`config.mk`:
```
export PLATFORM = sky130hd
export DESIGN_NAME = jk_ff_monitor
export DESIGN_NICKNAME = d
export VERILOG_FILES = /design/src/rtl/jk_ff_monitor.sv
export SDC_FILE = /design/constraint.sdc
export NUM_CORES = 1
export LEC_CHECK = 0
export CAP_MARGIN = 30
export CORE_MARGIN = 5
export CORE_UTILIZATION = 48
export CTS_CLUSTER_DIAMETER = 200
export CTS_CLUSTER_SIZE = 30
export DETAILED_ROUTE_END_ITERATION = 10
export PLACE_DENSITY = 0.81
export SLEW_MARGIN = 15
export SYNTH_ARGS = -nofsm -noshare
export SYNTH_HDL_FRONTEND = slang
export SYNTH_SLANG_ARGS = --single-unit
export TNS_END_PERCENT = 10
```
`constraint.sdc`:
```
create_clock -name clk -period 1.7 [get_ports clk]
set_input_delay 0.34 -clock clk [delete_from_list [all_inputs] [get_ports clk]]
set_output_delay 0.34 -clock clk [all_outputs]
set_load 0.005 [all_outputs]
```
`src/rtl/jk_ff_monitor.sv`:
```
// jk_ff_monitor: registered checker for an SR-based JK flip-flop.
// Tracks a JK reference model and compares it with the flop's q_/q_bar.
// Flags mismatches and complement faults, and counts output edges.
//
// Ports:
//   clk, rst      clock; asynchronous active-high reset
//   JK            command also driven to the flop ({J,K})
//   q_, q_bar     flop outputs under test
//   clr_err       synchronous clear of fault state and counters
//   exp_q         reference-model Q
//   chk_en        high while checking (CHECK state)
//   mismatch      one-cycle pulse, q_ differed from exp_q
//   comp_err      one-cycle pulse, q_ equal to q_bar
//   err_sticky    high while latched in FAULT
//   rise, fall    one-cycle pulses on q_ edges
//   toggle_cnt    saturating q_ edge count
//   mismatch_cnt  saturating failing-edge count
module jk_ff_monitor #(
    parameter int CNT_W = 8
) (
    input  logic             clk,
    input  logic             rst,
    input  logic [1:0]       JK,
    input  logic             q_,
    input  logic             q_bar,
    input  logic             clr_err,
    output logic             exp_q,
    output logic             chk_en,
    output logic             mismatch,
    output logic             comp_err,
    output logic             err_sticky,
    output logic             rise,
    output logic             fall,
    output logic [CNT_W-1:0] toggle_cnt,
    output logic [CNT_W-1:0] mismatch_cnt
);

    typedef enum logic [1:0] {
        S_RESET,
        S_ARM,
        S_CHECK,
        S_FAULT
    } state_t;

    state_t r_state;
    state_t w_next;

    logic             r_exp_q;
    logic             r_q_prev;
    logic             r_mismatch;
    logic             r_comp_err;
    logic             r_rise;
    logic             r_fall;
    logic [CNT_W-1:0] r_toggle_cnt;
    logic [CNT_W-1:0] r_mismatch_cnt;

    logic w_in_check;
    logic w_watch;
    logic w_mis;
    logic w_comp;
    logic w_fail;
    logic w_edge;
    logic w_tog_max;
    logic w_mis_max;

    assign w_in_check = (r_state == S_CHECK);
    assign w_watch    = (r_state == S_CHECK) || (r_state == S_FAULT);

    // q_ carries the flop value set on the previous edge, and so does
    // r_exp_q, so both are compared before the model advances.
    assign w_mis     = (q_ != r_exp_q);
    assign w_comp    = (q_ == q_bar);
    assign w_fail    = w_mis || w_comp;
    assign w_edge    = q_ ^ r_q_prev;
    assign w_tog_max = &r_toggle_cnt;
    assign w_mis_max = &r_mismatch_cnt;

    always_ff @(posedge clk or posedge rst) begin
        if (rst) begin
            r_state <= S_RESET;
        end else begin
            r_state <= w_next;
        end
    end

    always_comb begin
        w_next = r_state;
        unique case (r_state)
            S_RESET: w_next = S_ARM;
            S_ARM:   w_next = S_CHECK;
            S_CHECK: begin
                if (w_fail) begin
                    w_next = S_FAULT;
                end
            end
            S_FAULT: w_next = S_FAULT;
        endcase
        // Clear has priority over any fault seen on the same edge.
        if (clr_err) begin
            w_next = S_ARM;
        end
    end

    always_ff @(posedge clk or posedge rst) begin
        if (rst) begin
            r_exp_q        <= 1'b0;
            r_q_prev       <= 1'b0;
            r_mismatch     <= 1'b0;
            r_comp_err     <= 1'b0;
            r_rise         <= 1'b0;
            r_fall         <= 1'b0;
            r_toggle_cnt   <= '0;
            r_mismatch_cnt <= '0;
        end else begin
            unique case (JK)
                2'b00: r_exp_q <= r_exp_q;
                2'b01: r_exp_q <= 1'b0;
                2'b10: r_exp_q <= 1'b1;
                2'b11: r_exp_q <= ~r_exp_q;
            endcase

            if (r_state != S_RESET) begin
                r_q_prev <= q_;
            end

            if (clr_err) begin
                r_mismatch     <= 1'b0;
                r_comp_err     <= 1'b0;
                r_rise         <= 1'b0;
                r_fall         <= 1'b0;
                r_toggle_cnt   <= '0;
                r_mismatch_cnt <= '0;
            end else begin
                // New pulses only in CHECK; FAULT still counts failures.
                r_mismatch <= w_in_check && w_mis;
                r_comp_err <= w_in_check && w_comp;
                r_rise     <= w_watch && q_ && !r_q_prev;
                r_fall     <= w_watch && !q_ && r_q_prev;

                if (w_watch && w_fail && !w_mis_max) begin
                    r_mismatch_cnt <= r_mismatch_cnt + CNT_W'(1);
                end
                if (w_watch && w_edge && !w_tog_max) begin
                    r_toggle_cnt <= r_toggle_cnt + CNT_W'(1);
                end
            end
        end
    end

    assign exp_q        = r_exp_q;
    assign chk_en       = (r_state == S_CHECK);
    assign err_sticky   = (r_state == S_FAULT);
    assign mismatch     = r_mismatch;
    assign comp_err     = r_comp_err;
    assign rise         = r_rise;
    assign fall         = r_fall;
    assign toggle_cnt   = r_toggle_cnt;
    assign mismatch_cnt = r_mismatch_cnt;

endmodule

```
== Word level (Yosys, flattened, before mapping) ==
Index checks and enable logic that the tools add are counted.
Storage, ports and cells
  register bits: 24
  bits in latches: 0
  memory bits (writable): 0
  ROM bits: 0
  input port bits: 7
  output and inout bits: 23
  word-level logic and storage cells: 57
  memories: 0
Operators by class
  add/sub/neg operators: 2
  $mul: 0
  divide/modulo/power cells: 0
  magnitude comparators: 0
  equal/unequal tests: 9
  shifts and indexed selects: 0
  mux-type cells: 12
  bitwise logic cells: 2
  reduce and logical (&&, ||, !) cells: 23
Operator list (count)
  $mux 8: 4
  $add 8x1->8 const B: 2
  $reduce_and 8->1: 2
  $logic_and 1x1->1: 10
  $eq 2x2->1 const B: 4
  $pmux 2 s4: 1
  $reduce_bool 2->1: 3
  $eq 2x1->1 const B: 2
  $logic_not 1->1: 4
  $logic_not 2->1: 2
  $mux 1: 4
  $mux 2: 2
  $ne 3x2->1 const B: 1
  $pmux 1 s3: 1
  $logic_or 1x1->1: 2
  $eq 1x1->1: 1
  $ne 1x1->1: 1
  $not 1->1: 1
  $xor 1x1->1: 1

== Longest topological paths before layout ==
Gate-level depths: netlist of run 1.
  depth in word-level cells: 6
  gate-level depth with buffers: 6
  mapped depth without buffers: 5

== Worst setup path before layout of run 1 ==
No wires, ideal clock.
  kind: register -> register
  start: reg r_toggle_cnt[0], in the netlist toggle_cnt[0]
  end: reg r_toggle_cnt[3], in the netlist toggle_cnt[3]
  setup time: 0.078 ns
  arrival time: 1.453 ns
  data required time: 1.622 ns
  setup slack: 0.169 ns
  cell stages (with the launch flop): 7
  path buffers: 1
  period minus slack after synthesis: 1.531 ns
  cell sequence: dfrtp_1 -> ha_1 -> nand3_1 -> o211ai_2 -> buf_6 -> or3_1 -> a21oi_1
Between the ends
  word-level cells in the longest chain between the ends: 4
  elaborated cells on any way between the ends: 7
  those cells by class: add/sub (1); mux (2); reduce/logical (4)
Ends and longest elaborated chain
  start: declaration: line 54  | logic [CNT_W-1:0] r_toggle_cnt;
  start signal: assignment: line 144  | r_toggle_cnt <= r_toggle_cnt + CNT_W'(1);
  parallel branches: the longest is 4 deep, another holds $add 8x1->8
Several ways; the timed one is not identified. The select of a mux whose other input is x is not followed.
A chain may end at the register's enable or synchronous reset.

== Worst setup path after layout of run 1 ==
  start: in q_bar
  end: reg r_mismatch_cnt[4], in the netlist mismatch_cnt[4]
Between the ends
  word-level cells in the longest chain between the ends: 5
Ends and longest elaborated chain
  start: declaration: line 25  | input logic q_bar,
  $eq 1x1->1: line 72  | assign w_comp = (q_ == q_bar);
  $logic_or 1x1->1: line 73  | assign w_fail = w_mis || w_comp;
  $logic_and 1x1->1 (2 in series): line 140  | if (w_watch && w_fail && !w_mis_max) begin
  $reduce_bool 2->1 (no source line)
  end signal: assignment: line 141  | r_mismatch_cnt <= r_mismatch_cnt + CNT_W'(1);
  end: declaration: line 55  | logic [CNT_W-1:0] r_mismatch_cnt;
No other way between the ends.

==> reports/metrics.yaml, run 1 <==
clocking:
  cts_num_sinks: 24
  cts_buffers: 3
  ctsRootBufferMaster: "clkbuf_4"
  clk_pin_slew_worst_paths_ps: 130
  worst_skew_pair.late_latency_ps: 320
  clock_tree.htree_level_count: 1
  tritoncts_clock_tree: "done"
  clock_path_buffers: 2
floorplanning:
  die_w_um: 60.65
  start_util_pct: 50.15
  top_level_ports: 30
  core_region_area_sq_mm: 0.002455
  die_area_sq_mm: 0.003678
  rows: 18
  die-height_um: 60.65
grt:
  first_global_vias: 1135
  groute.usage.overall_pct: 18.66
  grt_start_max_net_pins: 25
  grt.overflow.total: 0
  number_of_antenna_violations_at_the_first_check_in_global_routing: 0
  first_pass_grt_wire_length_um: 5085
routing:
  drt_iter0_drc: 55
  detail_route.wl_per_cell_um: 15.44
  drt-pass1-iter-count: 4
  wirelength_um: 3011
  remaining_drc_errors: 0
  vias: 1126
  post_drt_via_cell_ratio: 5.774
  detail-route-antenna-nets: 0
synth:
  yosysWarnings: 0
  mappedNetlistNets: 130
  ys_async_sr_fraction_pct: 100.0
  ys_types: 36
  netlist_instances: 121
  yosys_register_bits: 24
  synthesis.area_sq_mm: 0.001231
  sequential_to_total_area_share_from_yosys_stat_pct: 48.78
  ys.flop_type: "dfrtp_1"
  postSynthAreaPerCell_sq_um: 10.18
  synth_edf_count: 0
layout:
  layout_common_cells: "24 x clkdlybuf4s50_1, 17 x buf_4, 16 x dfrtp_1"
  layout.nets: 176
  final_layout_size_suffix_gt1_share_pct: 23.03
  syn2layout_area_growth_pct: 38.62
  finalInstanceArea_sq_mm: 0.001707
  final_common_cell: "clkdlybuf4s50_1"
  antenna-diode-count: 0
placed_design:
  place.detailed.hpwl_um: 2203
  quantity_of_i_o_buffers_inserted_on_ports: 29
  postPlaceCellArea_sq_mm: 0.001627
  finalWeightedCongestion: 0.8322
sta:
  fin_worst_hold_slack_ps: 349.3
  timing.final.hold_violations: 0
  fin_worst_skew_ps: 2.947
  timing.final.crit_period_ps: 1659
  slew_headroom_pct: 76.80
  max_slew.worst_pin.slew_ps: 346.7
  period_share_pct: 97.61
  drv_slew: 0
  clock.fmax_ghz: 0.6027
  finalSetupViolCount: 0
critical_path:
  worstPathCellList: "clkdlybuf4s50_1 > nand3b_1 > buf_4 > nand3_4 > or4_1 > a21oi_1"
  cp_num_cells: 6
  cp_data_arrival_time_ps: 1900
  path_max_fanout: 3
  cp.required_ps: 1940
  timing.critical_path.to_type: "flip-flop"
  critPathBufInv: 2
  worst_setup_path_start_kind: "primary input"
  r2r.worst_path.cells: 5
  critical_path.slowest_cell: "clkdlybuf4s50_1"
  category_of_the_critical_setup_timing_path: "in -> reg"
  critical_path.top_delay_family: "simple AND/OR/NAND/NOR gates"
  max_stage_delay_ps: 510
min_path:
  timing.hold.worst.class: "in -> async"
power_and_ir_drop:
  power_leakage_uw: 0.0007314
  total_switching_power_uw: 282.3
  powerDensity_mw_per_mm2: 626.6
  p_int_uw: 787.1
  power_frac_seq_pct: 57.3
  switching_share_pct: 26.40
  vdd.ir_drop.worst_mv: 0.5308
  share_comb_of_total_power_pct: 19.2
  power.clock.fraction_pct: 23.5
flow_run:
  maxCapViolCount: 0
run_status:
  run_status: "completed"
## per-layer routing
layer,global-route usage (%),wire (um)
met1,24.33,1298
met2,30.08,1509
met3,3.617,138
met4,8.359,65
met5,0,0
## state kept, by name, indices dropped and copies added (netlist names)
signal,cells
rise,1
exp_q,1
r_q_prev,1
r_state,2
comp_err,1
fall,1
toggle_cnt,8
mismatch,1
mismatch_cnt,8
## Yosys cell counts, types with 3 or more instances
master | instances | share of area (%)
and3_1 | 3 | 1.5
or3_1 | 3 | 1.5
nand4_1 | 3 | 1.5
nand3_1 | 7 | 2.8
a21oi_1 | 12 | 4.9
dfrtp_1 | 24 | 49
o31ai_1 | 4 | 2.4
inv_1 | 5 | 1.5
a211oi_1 | 3 | 1.8
o21ai_0 | 5 | 2.0
nor2_1 | 8 | 2.4
or4_1 | 4 | 2.4
nand2_1 | 6 | 1.8
nor3_1 | 3 | 1.2
## area by class of cell
class                      count  area [sq um]
tap                           30         37.54
timing repair buffer          46         426.7
fill                         179         748.2
clock buffer                   3         22.52
inverter                       5         18.77
sequential                    24         610.6
multi-input combinational     87         590.6
## stage by stage
| step | worst slack (ps) | utilization (%) | TNS, ps | cells | total power, uW |
|---|---|---|---|---|---|
| floorplan | 168.5 | - | 0 | 121 | 721.4 |
| CTS | 11.41 | 67.84 | 0 | 194 | 1071 |
| finish | 40.69 | 69.52 | 0 | 195 | 1069 |
| global route | -6.248 | 69.52 | -11.46 | 195 | 1126 |
| detailed placement | -333.4 | 66.26 | -4133 | 189 | 819.1 |
| global placement | -257.2 | 66.26 | -3116 | 189 | 810.5 |
## path summary, 6_finish.rpt
| path | startpoint | to | slack, ps |
|---|---|---|---|
| setup / recovery | q_bar | mismatch_cnt[4]$_DFFE_PP0P_ | 40 |
| hold / removal | rst | toggle_cnt[2]$_DFFE_PP0P_ | 350 |
| setup reg to reg | toggle_cnt[1]$_DFFE_PP0P_ | toggle_cnt[5]$_DFFE_PP0P_ | 80 |
| hold reg to reg | exp_q$_DFFE_PP0P_ | exp_q$_DFFE_PP0P_ | 530 |
| max in group asynchronous | rst | r_state[1]$_DFFE_PP0P_ | 1100 |
| min in group clk | q_ | r_q_prev$_DFFE_PP0P_ | 470 |
## power by group through the flow
stage / registers, uW / clock network, uW / logic, uW
6_report: 613 / 251 / 205
5_1_grt: 618 / 280 / 228
4_1_cts: 613 / 256 / 202
3_5_place_dp: 626 / 0 / 193
3_3_place_gp: 624 / 0 / 186
2_1_floorplan: 623 / 0 / 98.7
## cells by family (layout without fill, tap and decap cells)
logic type / after synthesis / after routing / synth area share (%)
DFF: 24 / 24 / 48.78
and+or+nand+nor: 48 / 48 / 22.77
muxes: 3 / 3 / 2.642
adders and majority gates: 2 / 2 / 2.032
AOI/OAI and AO/OA: 30 / 30 / 15.75
buffers and inverters: 10 / 54 / 4.574
xor gates and xnor gates: 4 / 4 / 3.456
## worst register-to-register path: stages (launching register included)
cell and delay [ps]:
dfrtp_1 440, ha_2 220, nand3_1 140, o211ai_4 110, or4_1 490, a21oi_1 160
## repair_timing
action                                  CTS  global route
pin swaps                                 0             1
setup buffers                             2             1
endpoints found under the setup margin    2            22
hold buffers                              0             0
gates resized for setup                   3            13
Power figures use the tool's default switching activity.
==> run 2: changes to the inputs <==
- SLEW_MARGIN: 15 -> default
==> results of run 2 <==
Same layout as run 1: the final DEF is identical, and so are final timing and power.
